===== src/rtl/jt49_dcadd.sv =====
// jt49_dcadd: adds a ramped DC offset to a signed, DC-free audio sample so it
// can drive an unsigned DAC without pops on mute/unmute.
//
// Parameters:
//   sw         output sample width in bits
//   RAMP_SHIFT offset moves one LSB every 2^RAMP_SHIFT cen pulses
// Ports:
//   clk      clock, rising edge
//   rst      synchronous active-high reset, overrides cen
//   cen      sample-rate clock enable
//   mute     1 = ramp to silence, 0 = ramp to midscale and pass audio
//   din      signed audio sample (sw+1 bits)
//   dout     unsigned DAC sample (sw bits), registered
//   ready    high while in RUN
//   clip     high for the sample in which dout was saturated
//   clip_cnt saturating clip event counter
// Optional feature: define JT49_DCADD_CLIPCNT_EN to build the clip counter;
// otherwise clip_cnt is tied to zero.
module jt49_dcadd #(
  parameter int sw         = 8,
  parameter int RAMP_SHIFT = 4
) (
  input  logic               clk,
  input  logic               rst,
  input  logic               cen,
  input  logic               mute,
  input  logic signed [sw:0] din,
  output logic [sw-1:0]      dout,
  output logic               ready,
  output logic               clip,
  output logic [15:0]        clip_cnt
);

  typedef enum logic [1:0] {
    MUTED  = 2'd0,
    RAMPUP = 2'd1,
    RUN    = 2'd2,
    RAMPDN = 2'd3
  } state_t;

  localparam logic [sw-1:0]         HALF      = sw'(1) << (sw-1);
  localparam logic [sw-1:0]         HALF_M1   = HALF - sw'(1);
  localparam logic [sw-1:0]         MAXV      = {sw{1'b1}};
  localparam logic [sw-1:0]         OFF_ONE   = sw'(1);
  localparam logic [RAMP_SHIFT-1:0] PRESC_ONE = RAMP_SHIFT'(1);

  state_t                state_r;
  logic [sw-1:0]         offset_r;
  logic [RAMP_SHIFT-1:0] presc_r;
  logic                  ramp_tick_s;
  logic [sw+1:0]         sum_s;
  logic [sw-1:0]         dout_s;
  logic                  clip_s;

  // prescaler all-ones on a cen cycle marks a ramp step
  assign ramp_tick_s = &presc_r;

  // next output sample: offset alone outside RUN, saturated din+offset in RUN
  always_comb begin
    sum_s  = {din[sw], din} + {2'b00, offset_r};
    dout_s = offset_r;
    clip_s = 1'b0;
    if (state_r == RUN) begin
      if (sum_s[sw+1]) begin
        // negative sum
        dout_s = {sw{1'b0}};
        clip_s = 1'b1;
      end else if (sum_s[sw]) begin
        // above full scale
        dout_s = MAXV;
        clip_s = 1'b1;
      end else begin
        dout_s = sum_s[sw-1:0];
        clip_s = 1'b0;
      end
    end else begin
      dout_s = offset_r;
      clip_s = 1'b0;
    end
  end

  // level FSM with offset ramp and registered outputs
  always_ff @(posedge clk) begin
    if (rst) begin
      state_r  <= MUTED;
      offset_r <= {sw{1'b0}};
      presc_r  <= {RAMP_SHIFT{1'b0}};
      dout     <= {sw{1'b0}};
      clip     <= 1'b0;
      ready    <= 1'b0;
    end else if (cen) begin
      dout <= dout_s;
      clip <= clip_s;
      case (state_r)
        MUTED: begin
          offset_r <= {sw{1'b0}};
          if (!mute) begin
            state_r <= RAMPUP;
            presc_r <= {RAMP_SHIFT{1'b0}};
          end
        end
        RAMPUP: begin
          if (mute) begin
            state_r <= RAMPDN;
            presc_r <= {RAMP_SHIFT{1'b0}};
          end else begin
            presc_r <= presc_r + PRESC_ONE;
            if (ramp_tick_s) begin
              offset_r <= offset_r + OFF_ONE;
              if (offset_r == HALF_M1) begin
                state_r <= RUN;
                ready   <= 1'b1;
                presc_r <= {RAMP_SHIFT{1'b0}};
              end
            end
          end
        end
        RUN: begin
          offset_r <= HALF;
          if (mute) begin
            state_r <= RAMPDN;
            ready   <= 1'b0;
            presc_r <= {RAMP_SHIFT{1'b0}};
          end
        end
        RAMPDN: begin
          if (!mute) begin
            state_r <= RAMPUP;
            presc_r <= {RAMP_SHIFT{1'b0}};
          end else begin
            presc_r <= presc_r + PRESC_ONE;
            if (ramp_tick_s) begin
              offset_r <= offset_r - OFF_ONE;
              if (offset_r == OFF_ONE) begin
                state_r <= MUTED;
                presc_r <= {RAMP_SHIFT{1'b0}};
              end
            end
          end
        end
        default: begin
          state_r  <= MUTED;
          offset_r <= {sw{1'b0}};
          presc_r  <= {RAMP_SHIFT{1'b0}};
          ready    <= 1'b0;
        end
      endcase
    end
  end

`ifdef JT49_DCADD_CLIPCNT_EN
  logic [15:0] clip_cnt_r;

  // saturating count of saturated output samples
  always_ff @(posedge clk) begin
    if (rst) begin
      clip_cnt_r <= 16'd0;
    end else if (cen && clip_s && (clip_cnt_r != 16'hFFFF)) begin
      clip_cnt_r <= clip_cnt_r + 16'd1;
    end
  end

  assign clip_cnt = clip_cnt_r;
`else
  assign clip_cnt = 16'd0;
`endif

endmodule


===== config.mk =====
export PLATFORM = sky130hd
export DESIGN_NAME = jt49_dcadd
export DESIGN_NICKNAME = d
export VERILOG_FILES = /design/src/rtl/jt49_dcadd.sv
export SDC_FILE = /design/constraint.sdc
export NUM_CORES = 1
export LEC_CHECK = 0
export ABC_AREA = 1
export ABC_CLOCK_PERIOD_IN_PS = 4800
export CAP_MARGIN = 20
export CELL_PAD_IN_SITES_DETAIL_PLACEMENT = 0
export CELL_PAD_IN_SITES_GLOBAL_PLACEMENT = 1
export CORE_MARGIN = 1
export CORE_UTILIZATION = 39
export DETAILED_ROUTE_END_ITERATION = 6
export HOLD_SLACK_MARGIN = 0.02
export PLACE_DENSITY_LB_ADDON = 0.1
export SYNTH_ARGS = -nofsm -noshare
export SYNTH_HDL_FRONTEND = slang
export SYNTH_SLANG_ARGS = --single-unit

===== constraint.sdc =====
create_clock -name clk -period 4.8 [get_ports clk]
set_input_delay 0.96 -clock clk [delete_from_list [all_inputs] [get_ports clk]]
set_output_delay 0.96 -clock clk [all_outputs]
set_load 0.1 [all_outputs]

==> flow_summary.json, run 1 <==
{
  "p_seq_share_pct": 36.9,
  "synth-xor-area-share_pct": 1.245,
  "routabilityCongestion": 0.7993,
  "ys_types": 35,
  "synthArstFlopShare_pct": 0,
  "totalWireLength_um": 5274,
  "path_max_fanout": 2,
  "finalSetupViolCount": 0,
  "port_buffers": 22,
  "cts_buffer_depth": 2,
  "r2r_setup_slack_ps": 2760,
  "endpoint": "dout[4]",
  "clk_pin_slew_ps": 90,
  "switching_power_mw": 0.2662,
  "finalCritPeriodShare_pct": 56.98,
  "layout_min_cycle_time_ps": 2735,
  "worst_slew_pin_slew_ps": 973.6,
  "die_x_um": 75.57,
  "cts-hold-fix-buffers": 0,
  "grt_usage_pct": 19.64,
  "cts_tree": "done",
  "hold_violations": 0,
  "fmax_mhz": 365.6,
  "clkPwrFrac_pct": 20.2,
  "antenna_found_initial": 0,
  "avgRoutedWirePerCell_um": 12.32,
  "drt_pre_antenna_iters": 4,
  "cp-end-kind": "output port",
  "clkLatencyLatePin_ps": 260,
  "p_per_area_nw_per_um2": 252.2,
  "final_core_util_pct": 45.45,
  "fin_skew_ps": 5.799,
  "post_cts_buffers": 0,
  "cts-root-buf": "clkbuf_8",
  "grt_pass1_wl_um": 8535,
  "hp-class": "register to register",
  "grt_pass1_vias": 1740,
  "ys_ff_latch": 24,
  "swShare_pct": 44.89,
  "synth_fa_ha_area_share_pct": 10.43,
  "synth_area_um2": 2111,
  "start_util_pct": 40.81,
  "setup-tns-final_ps": 0,
  "reg2reg_to": "dout[5]",
  "synth_compound_area_share_pct": 16.06,
  "worstSetupPathDepth": 1,
  "crit_buf_inv": 1,
  "drc": 0,
  "diodes": 0,
  "post_cts_resized": 0,
  "internal_power_mw": 0.3267,
  "die_h_um": 75.57,
  "r2r-start": "offset_r[5]",
  "comb_power_share_pct": 42.9,
  "synth_mux_area_share_pct": 0,
  "slew_headroom_pct": 34.89,
  "h-tree-depth": 1,
  "critPathSlowestCell": "clkdlybuf4s50_1",
  "cpPeakStageDelay_ps": 1150,
  "syn_avg_cell_area_um2": 6.172,
  "die-area_um2": 5710,
  "core_area_um2": 5172,
  "syn_inst": 342,
  "ant_nets": 0,
  "place_area_um2": 2310,
  "hold-worst-slack_ps": 485.8,
  "final_max_slew_viol_count": 0,
  "crit_path_cell_trace": "clkdlybuf4s50_1",
  "grt.overflow.total": 0,
  "rows": 26,
  "yosysWarnings": 0,
  "synth-simple-area-share_pct": 33.31,
  "postLayoutCellArea_um2": 2351,
  "cts_buffers": 3,
  "drt_iter0_drc": 115,
  "cpLargestDelayFamily": "buffers and inverters",
  "r2r_cells": 10,
  "num_io_pins": 39,
  "worstSetupStartpointType": "register",
  "synth_top_family_by_area": "simple AND/OR/NAND/NOR gates",
  "synth_edf_count": 0,
  "synth-main-ff-cell": "dfxtp_1",
  "arrival_ps": 1780,
  "grt_max_degree": 14,
  "status": "finished, final reports clean",
  "rsz0062_at_grt": "false",
  "vias_per_cell": 4.822,
  "cp-startpoint": "dout[4]",
  "syn_to_final_growth_pct": 11.38,
  "power.leakage_nw": 1.115,
  "crit_required_ps": 3840,
  "criticalPathCategory": "register to output port",
  "ys_seq_area_share_pct": 22.76,
  "vias": 2064,
  "final_nets": 390,
  "irDropWorstVdd_mv": 0.2046,
  "drv_cap": 0,
  "hpwl_um": 4050,
  "drive_gt1_share_pct": 3.631,
  "clock-sinks": 24
}
## placed cells by master, fill, tap and decap left out, types with 3 or more instances in the layout
cell type and n:
clkbuf_8 3, inv_1 43, dfxtp_1 24, nand3_1 25
o21ai_0 20, nor2_1 21, a21oi_1 35, conb_1 16
ha_1 16, nand4_1 3, clkdlybuf4s50_1 22, nand2_1 106
## through the flow
step | worst slack (ps) | power, mW | cells
after global routing | 1923 | 0.6301 | 428
final | 2065 | 0.5929 | 428
after CTS | 2058 | 0.5997 | 428
after detailed placement | 1847 | 0.4769 | 425
after floorplan | 2450 | 0.4359 | 357
after global placement | 1872 | 0.4779 | 425
## cells by family (layout without fill, tap and decap cells)
family | Yosys count | in the layout
and+or+nand+nor | 164 | 164
buffers and inverters | 70 | 71
AOI/OAI and AO/OA | 63 | 63
DFF | 24 | 24
adders and majority gates | 17 | 17
xor gates and xnor gates | 3 | 3
other | 1 | 16
## cell type report
cell class	instances	area, um^2
fill	574	2821
inverter	46	172.7
tap	70	87.58
sequential	24	480.5
multi-input combinational	263	1349
clock buffer	3	41.29
timing repair buffer	22	220.2
## worst min-delay path by stage
stage                     startpoint         end  slack, ps  cells after the start
after detailed placement        clip        clip        470                      2
final                           clip        clip        490                      2
after global placement          clip        clip        460                      2
after CTS                       clip        clip        480                      2
after global routing      presc_r[1]  presc_r[1]        510                      2
after floorplan           presc_r[1]  presc_r[1]        460                      2
## worst min-delay path: stages, from the launching register on
cell	delay [ps]
dfxtp_1	320
nand2_1	70
a21oi_1	60
## power by group through the flow
| stage | logic, mW | clock network (mW) | registers (mW) |
|---|---|---|---|
| final | 0.254 | 0.120 | 0.219 |
| after global routing | 0.276 | 0.134 | 0.220 |
| after CTS | 0.254 | 0.126 | 0.219 |
| after detailed placement | 0.254 | 0 | 0.223 |
| after global placement | 0.254 | 0 | 0.224 |
| after floorplan | 0.174 | 0 | 0.262 |
## cells in the mapped netlist, drive strengths merged, types with 2 or more instances
cell | number | share of area, %
nand2 | 107 | 19
inv | 45 | 8.0
a21oi | 36 | 9.1
nand3 | 25 | 5.9
dfxtp | 24 | 23
nor2 | 24 | 4.9
o21ai | 23 | 5.6
buf | 20 | 6.9
ha | 16 | 9.5
nand4 | 5 | 2.5
clkbuf | 4 | 0.89
xor2 | 2 | 0.83
## registers in the layout (all words and copies together) (netlist names)
name and cells:
offset_r 8, ready 1, presc_r 4, state_r 2
clip 1, dout 8
## per-layer routing
layer  up-vias  share of wire, %  track usage, %  wire length, um
met1       915                56           30.52             2932
met3         2               3.4           2.778              178
met5         -                 0               0                0
li1       1099                 -               -                -
met4         0              0.42           2.058               22
met2        48                41           29.46             2140
No activity file was read; power rests on OpenSTA's default activity.
==> inputs of run 2 (changes only) <==
--- a/config.mk
+++ b/config.mk
@@ -6,12 +6,12 @@
 export NUM_CORES = 1
 export LEC_CHECK = 0
 export ABC_AREA = 1
-export ABC_CLOCK_PERIOD_IN_PS = 4800
+export ABC_CLOCK_PERIOD_IN_PS = 2540
 export CAP_MARGIN = 20
 export CELL_PAD_IN_SITES_DETAIL_PLACEMENT = 0
 export CELL_PAD_IN_SITES_GLOBAL_PLACEMENT = 1
 export CORE_MARGIN = 1
-export CORE_UTILIZATION = 39
+export CORE_UTILIZATION = 36
 export DETAILED_ROUTE_END_ITERATION = 6
 export HOLD_SLACK_MARGIN = 0.02
 export PLACE_DENSITY_LB_ADDON = 0.1
==> constraint.sdc (replaced) <==
create_clock -name clk -period 2.54 [get_ports clk]
set_input_delay 0.508 -clock clk [delete_from_list [all_inputs] [get_ports clk]]
set_output_delay 0.508 -clock clk [all_outputs]
set_load 0.1 [all_outputs]
==> run 2 against run 1 <==
  * Cell area grew 2.5%
  * First-iteration DRC count grew 17%
  * Clock skew shrank 1.8 ps
  * Global-route usage grew 0.26 points
  * Combinational power grew 94%
  * Routed wire length grew 5.0%
  * Sequential power grew 88%
  * Clock power grew 130%
  * Total power grew 98%
  * Die area grew 8.1%
  * Non-clock buffer count grew 9
  * Critical path type is now primary input to register
==> flow_summary.json, run 2 (synthesized netlist as in run 1, its figures left out) <==
{
  "final_nets": 399,
  "fillers": 619,
  "crit_required_ps": 2750,
  "crit_buf_inv": 1,
  "worst_slack_ps": 368.2,
  "post_cts_resized": 0,
  "rows": 27,
  "finalSetupViolCount": 0,
  "worstSetupStartpointType": "primary input",
  "clk_pin_slew_ps": 90,
  "crit_path_frequent_cell": "nand2_1",
  "drt_iter0_drc": 134,
  "top_regs": "dout (8), offset_r (8), presc_r (4)",
  "start_util_pct": 37.87,
  "arrival_ps": 2380,
  "grt_use_met2_pct": 31.39,
  "cts_buffer_depth": 2,
  "final_cell_mix": "nand2_1 (106), inv_1 (43), a21oi_1 (35)",
  "ant_nets": 0,
  "irDropWorstVdd_mv": 0.2470,
  "post_cts_buffers": 0,
  "num_io_pins": 39,
  "final_max_slew_viol_count": 0,
  "final_common_cell": "nand2_1",
  "antenna_found_initial": 0,
  "place_ws_ps": 61.47,
  "vias_per_cell": 4.730,
  "finalCritPeriodShare_pct": 85.51,
  "vias": 2081,
  "grt_usage_pct": 19.90,
  "rsz0062_at_grt": "false",
  "power.leakage_nw": 1.186,
  "die-area_um2": 6173,
  "die_h_um": 78.57,
  "cts-hold-fix-buffers": 0,
  "cpPeakStageDelay_ps": 420,
  "layout_min_cycle_time_ps": 2172,
  "switching_power_mw": 0.5211,
  "grt_max_degree": 14,
  "dp.cells": 436,
  "fmax_mhz": 460.4,
  "die_x_um": 78.57,
  "path_max_fanout": 9,
  "postLayoutCellArea_um2": 2410,
  "comb_power_share_pct": 41.8,
  "cp-end-kind": "register",
  "syn_to_final_growth_pct": 14.17,
  "final_core_util_pct": 43.23,
  "grt_use_met1_pct": 28.84,
  "drv_cap": 0,
  "clkLatencyLatePin_ps": 270,
  "port_buffers": 22,
  "grt_pass1_vias": 1969,
  "h-tree-depth": 1,
  "cpLargestDelayFamily": "simple AND/OR/NAND/NOR gates",
  "status": "finished, final reports clean",
  "place_area_um2": 2355,
  "hp-class": "register to register",
  "grt.overflow.total": 0,
  "cts_buffers": 3,
  "routabilityCongestion": 0.8495,
  "criticalPathCategory": "primary input to register",
  "drc": 0,
  "multi_input_area_um2": 1349,
  "drive_gt1_share_pct": 8.967,
  "drt_pre_antenna_iters": 4,
  "finalNonFillerCells": 440,
  "clock-sinks": 24,
  "cts-root-buf": "clkbuf_8",
  "grt_pass1_wl_um": 9570,
  "ff_latch_area_um2": 480.5,
  "totalWireLength_um": 5539,
  "clkPwrFrac_pct": 23.2,
  "internal_power_mw": 0.6539,
  "cts_tree": "done",
  "fin_skew_ps": 4.040,
  "hold_violations": 0,
  "top_usage_layer": "met2",
  "avgRoutedWirePerCell_um": 12.59,
  "core_area_um2": 5574,
  "critPathSlowestCell": "clkdlybuf4s50_1",
  "setup-tns-final_ps": 0,
  "diodes": 0,
  "crit_path_cell_trace": "clkdlybuf4s50_1 -> ha_1 -> fa_1 -> nand3_1 -> nand2_1 -> nand2_1 -> nand2_1 -> nand2_1 -> nand2_1 -> nand2_1 -> nand2_1 -> a21oi_1",
  "swShare_pct": 44.35,
  "hpwl_um": 4335,
  "met3_usage_pct": 1.977,
  "p_seq_share_pct": 34.9,
  "p_per_area_nw_per_um2": 487.6
}
[run 2: final timing paths]
check                    from  endpoint  cells after the start  slack (ps)
hold reg to reg          clip      clip                      2         480
setup / recovery       din[0]   dout[1]                     12         370
hold / removal           clip      clip                      2         480
setup reg to reg  offset_r[0]   dout[1]                     11         620
[run 2: metal layers]
layer | routed length (um) | vias to the layer above
met1 | 2890 | 906
met5 | 0 | -
met3 | 316 | 2
li1 | - | 1119
met4 | 22 | 0
met2 | 2310 | 54
[run 2: cell type report]
cell class                      count  area share [%]
Timing Repair Buffer               31           10.90
Clock buffer                        4           2.285
Tap cell                           72           3.738
Sequential cell                    24           19.94
Inverter                           46           7.165
Multi-Input combinational cell    263           55.97
[run 2: tightest hold or removal path, delay by kind of cell (launching register included)]
kind	cells	cell delay, ps
simple gates	1	60
compound gates	1	60
flops	1	320
[run 2: through the flow]
stage               total power [mW]  hold slack [ps]
floorplan                     0.8238            461.2
global placement              0.9132            459.1
detailed placement            0.9098            467.2
CTS                            1.186            482.3
global route                   1.249            525.3
finish                         1.175            476.5
[run 2: power groups by stage]
| stage | clock [mW] | sequential [mW] | combinational, mW |
|---|---|---|---|
| CTS | 0.283 | 0.411 | 0.493 |
| global placement | 0 | 0.420 | 0.494 |
| detailed placement | 0 | 0.419 | 0.491 |
| global route | 0.298 | 0.413 | 0.539 |
| finish | 0.273 | 0.411 | 0.492 |
| floorplan | 0 | 0.496 | 0.328 |
==> inputs of run 3 (changes only) <==
--- a/config.mk
+++ b/config.mk
@@ -5,13 +5,12 @@
 export SDC_FILE = /design/constraint.sdc
 export NUM_CORES = 1
 export LEC_CHECK = 0
-export ABC_AREA = 1
 export ABC_CLOCK_PERIOD_IN_PS = 2540
 export CAP_MARGIN = 20
 export CELL_PAD_IN_SITES_DETAIL_PLACEMENT = 0
 export CELL_PAD_IN_SITES_GLOBAL_PLACEMENT = 1
 export CORE_MARGIN = 1
-export CORE_UTILIZATION = 36
+export CORE_UTILIZATION = 38
 export DETAILED_ROUTE_END_ITERATION = 6
 export HOLD_SLACK_MARGIN = 0.02
 export PLACE_DENSITY_LB_ADDON = 0.1
==> run 3 against run 2 <==
  * Fmax shrank 10%
  * Cell area grew 3.7%
  * Routed wire length shrank 2.4%
  * Clock power is essentially flat
  * Setup slack lost 250 ps
  * Die area shrank 9.0%
  * Clock skew shrank 2.5 ps
  * Area after synthesis shrank 4.1%
  * Synthesized cell count shrank 23%
==> flow_summary.json, run 3 <==
{
  "critPathSlowestCell": "clkdlybuf4s50_1",
  "ant_nets": 0,
  "synth-main-ff-cell": "dfxtp_1",
  "clock-sinks": 24,
  "cts_tree": "done",
  "path_max_fanout": 7,
  "syn_inst": 262,
  "routabilityCongestion": 0.9030,
  "rsz0062_at_grt": "false",
  "die-area_um2": 5620,
  "grt_usage_pct": 21.21,
  "synth_commonest_cells": "dfxtp_1 (24), inv_1 (22), nor2_1 (21), o21ai_0 (18), nand2_1 (17)",
  "num_io_pins": 39,
  "synthArstFlopShare_pct": 0,
  "criticalPathCategory": "primary input to register",
  "synthTopCellsByArea": "dfxtp_1 (24%), ha_1 (9.9%), buf_4 (5.9%)",
  "dp.cells": 369,
  "finalCritPeriodShare_pct": 95.48,
  "clk_pin_slew_ps": 90,
  "postLayoutCellArea_um2": 2499,
  "crit_buf_inv": 2,
  "final_cell_mix": "buf_4 (37), dfxtp_1 (24), inv_1 (22)",
  "final_max_slew_viol_count": 0,
  "start_util_pct": 39.61,
  "cts_buffers": 3,
  "vias": 2075,
  "antenna_found_initial": 0,
  "switching_power_mw": 0.4132,
  "crit_required_ps": 2740,
  "ys_ff_latch": 24,
  "grt_pass1_vias": 1825,
  "hpwl_um": 4145,
  "grt.overflow.total": 0,
  "power.leakage_nw": 1.043,
  "port_buffers": 22,
  "ys_types": 52,
  "internal_power_mw": 0.6284,
  "cts_buffer_depth": 2,
  "cts-root-buf": "clkbuf_8",
  "hold_violations": 0,
  "synth_area_um2": 2023,
  "fin_skew_ps": 1.497,
  "synth.top_cell.area_share_pct": 23.75,
  "yosysWarnings": 0,
  "worst_slew_pin_slew_ps": 504.3,
  "drt_pre_antenna_iters": 6,
  "clkPwrFrac_pct": 26.0,
  "vias_per_cell": 5.563,
  "drc": 0,
  "drv_cap": 0,
  "diodes": 0,
  "drt_iter0_drc": 168,
  "synth.most_common_cell": "dfxtp_1",
  "layout_min_cycle_time_ps": 2425,
  "status": "finished, final reports clean",
  "syn_to_final_growth_pct": 23.50,
  "synth_edf_count": 0,
  "hold-worst-slack_ps": 483.7,
  "ys_seq_area_share_pct": 23.75,
  "p_seq_share_pct": 38.0,
  "final_core_util_pct": 48.92,
  "cts-hold-fix-buffers": 0,
  "comb_power_share_pct": 36.0,
  "place_area_um2": 2402,
  "cp-end-kind": "register",
  "drive_gt1_share_pct": 17.16,
  "avgRoutedWirePerCell_um": 14.49,
  "swShare_pct": 39.67,
  "arrival_ps": 2630,
  "rows": 26,
  "finalSetupViolCount": 0,
  "hp-class": "register to register",
  "crit_path_cell_trace": "clkdlybuf4s50_1 -> ha_1 -> fa_2 -> a21o_1 -> a22oi_2 -> mux2i_1 -> nand2_2 -> buf_4 -> a31oi_1",
  "p_per_area_nw_per_um2": 416.8,
  "fmax_mhz": 412.3,
  "grt_max_degree": 15,
  "finalNonFillerCells": 373,
  "grt_pass1_wl_um": 9073,
  "totalWireLength_um": 5406,
  "h-tree-depth": 1,
  "slew_headroom_pct": 66.38,
  "final_nets": 334,
  "top_regs": "dout (8), offset_r (8), presc_r (4)",
  "cpLargestDelayFamily": "buffers and inverters",
  "post_cts_buffers": 0,
  "yosys.area.top_type": "dfxtp_1",
  "die_x_um": 74.97,
  "clkLatencyLatePin_ps": 270,
  "irDropWorstVdd_mv": 0.2345,
  "die_h_um": 74.97,
  "final_common_cell": "buf_4",
  "worstSetupStartpointType": "primary input",
  "core_area_um2": 5107,
  "syn_avg_cell_area_um2": 7.722,
  "cpPeakStageDelay_ps": 410
}
-- run 3: stage by stage --
step / setup TNS, ps / setup WS (ps) / power (mW)
6_report: 0 / 114.9 / 1.042
5_1_grt: 0 / 15.61 / 1.100
4_1_cts: 0 / 41.53 / 1.043
3_5_place_dp: -2648 / -335.9 / 0.7721
3_3_place_gp: -1959 / -245.1 / 0.7731
2_1_floorplan: 0 / 308.0 / 0.7001
-- run 3: timing repair --
| item | in CTS | in global routing |
|---|---|---|
| pin swaps | 1 | 3 |
| setup endpoints to repair | 8 | 7 |
| resized for setup | 2 | 6 |
-- run 3: cell families (layout without fill, tap and decap cells) --
logic type                 Yosys count  in the layout  share of synthesized area [%]
and+or+nand+nor                     76             76                          19.05
DFF                                 24             24                          23.75
adders and majority gates           17             17                          10.88
buffers and inverters               49             75                          12.12
muxes                                5              5                          2.474
AOI/OAI and AO/OA                   83             83                          28.51
xor gates and xnor gates             7              7                          3.030
other                                1             16                         0.1854
-- run 3: path summary, 6_finish.rpt --
kind	start	endpoint	slack (ps)	depth (start not counted)
worst max-delay path	din[0]	dout[7]	110	9
worst min-delay path	ready	ready	480	2
worst max register to register	offset_r[0]	dout[7]	390	8
worst min register to register	ready	ready	480	2
-- run 3: tightest hold or removal path: stages (launching register included) --
cell and delay (ps):
dfxtp_1 340, nand2_1 60, a21oi_1 50
-- run 3: layout make-up --
class	count	area, um^2
clock buffer	4	55.05
inverter	22	82.58
timing repair buffer	49	397.9
sequential	24	480.5
multi-input combinational	204	1395
fill	542	2609
tap	70	87.58
-- run 3: routing by layer --
layer	vias up	GRT usage [%]	routed length [um]
met2	66	34.43	2549
met1	985	30.25	2535
met3	6	2.811	260
met4	0	3.774	61
met5	-	0	0
li1	1018	-	-
-- run 3: power by group through the flow --
stage | clock network (mW) | logic [mW] | registers (mW)
6_report | 0.270 | 0.375 | 0.396
3_5_place_dp | 0 | 0.367 | 0.405
4_1_cts | 0.278 | 0.369 | 0.397
5_1_grt | 0.296 | 0.406 | 0.398
3_3_place_gp | 0 | 0.368 | 0.405
2_1_floorplan | 0 | 0.248 | 0.452
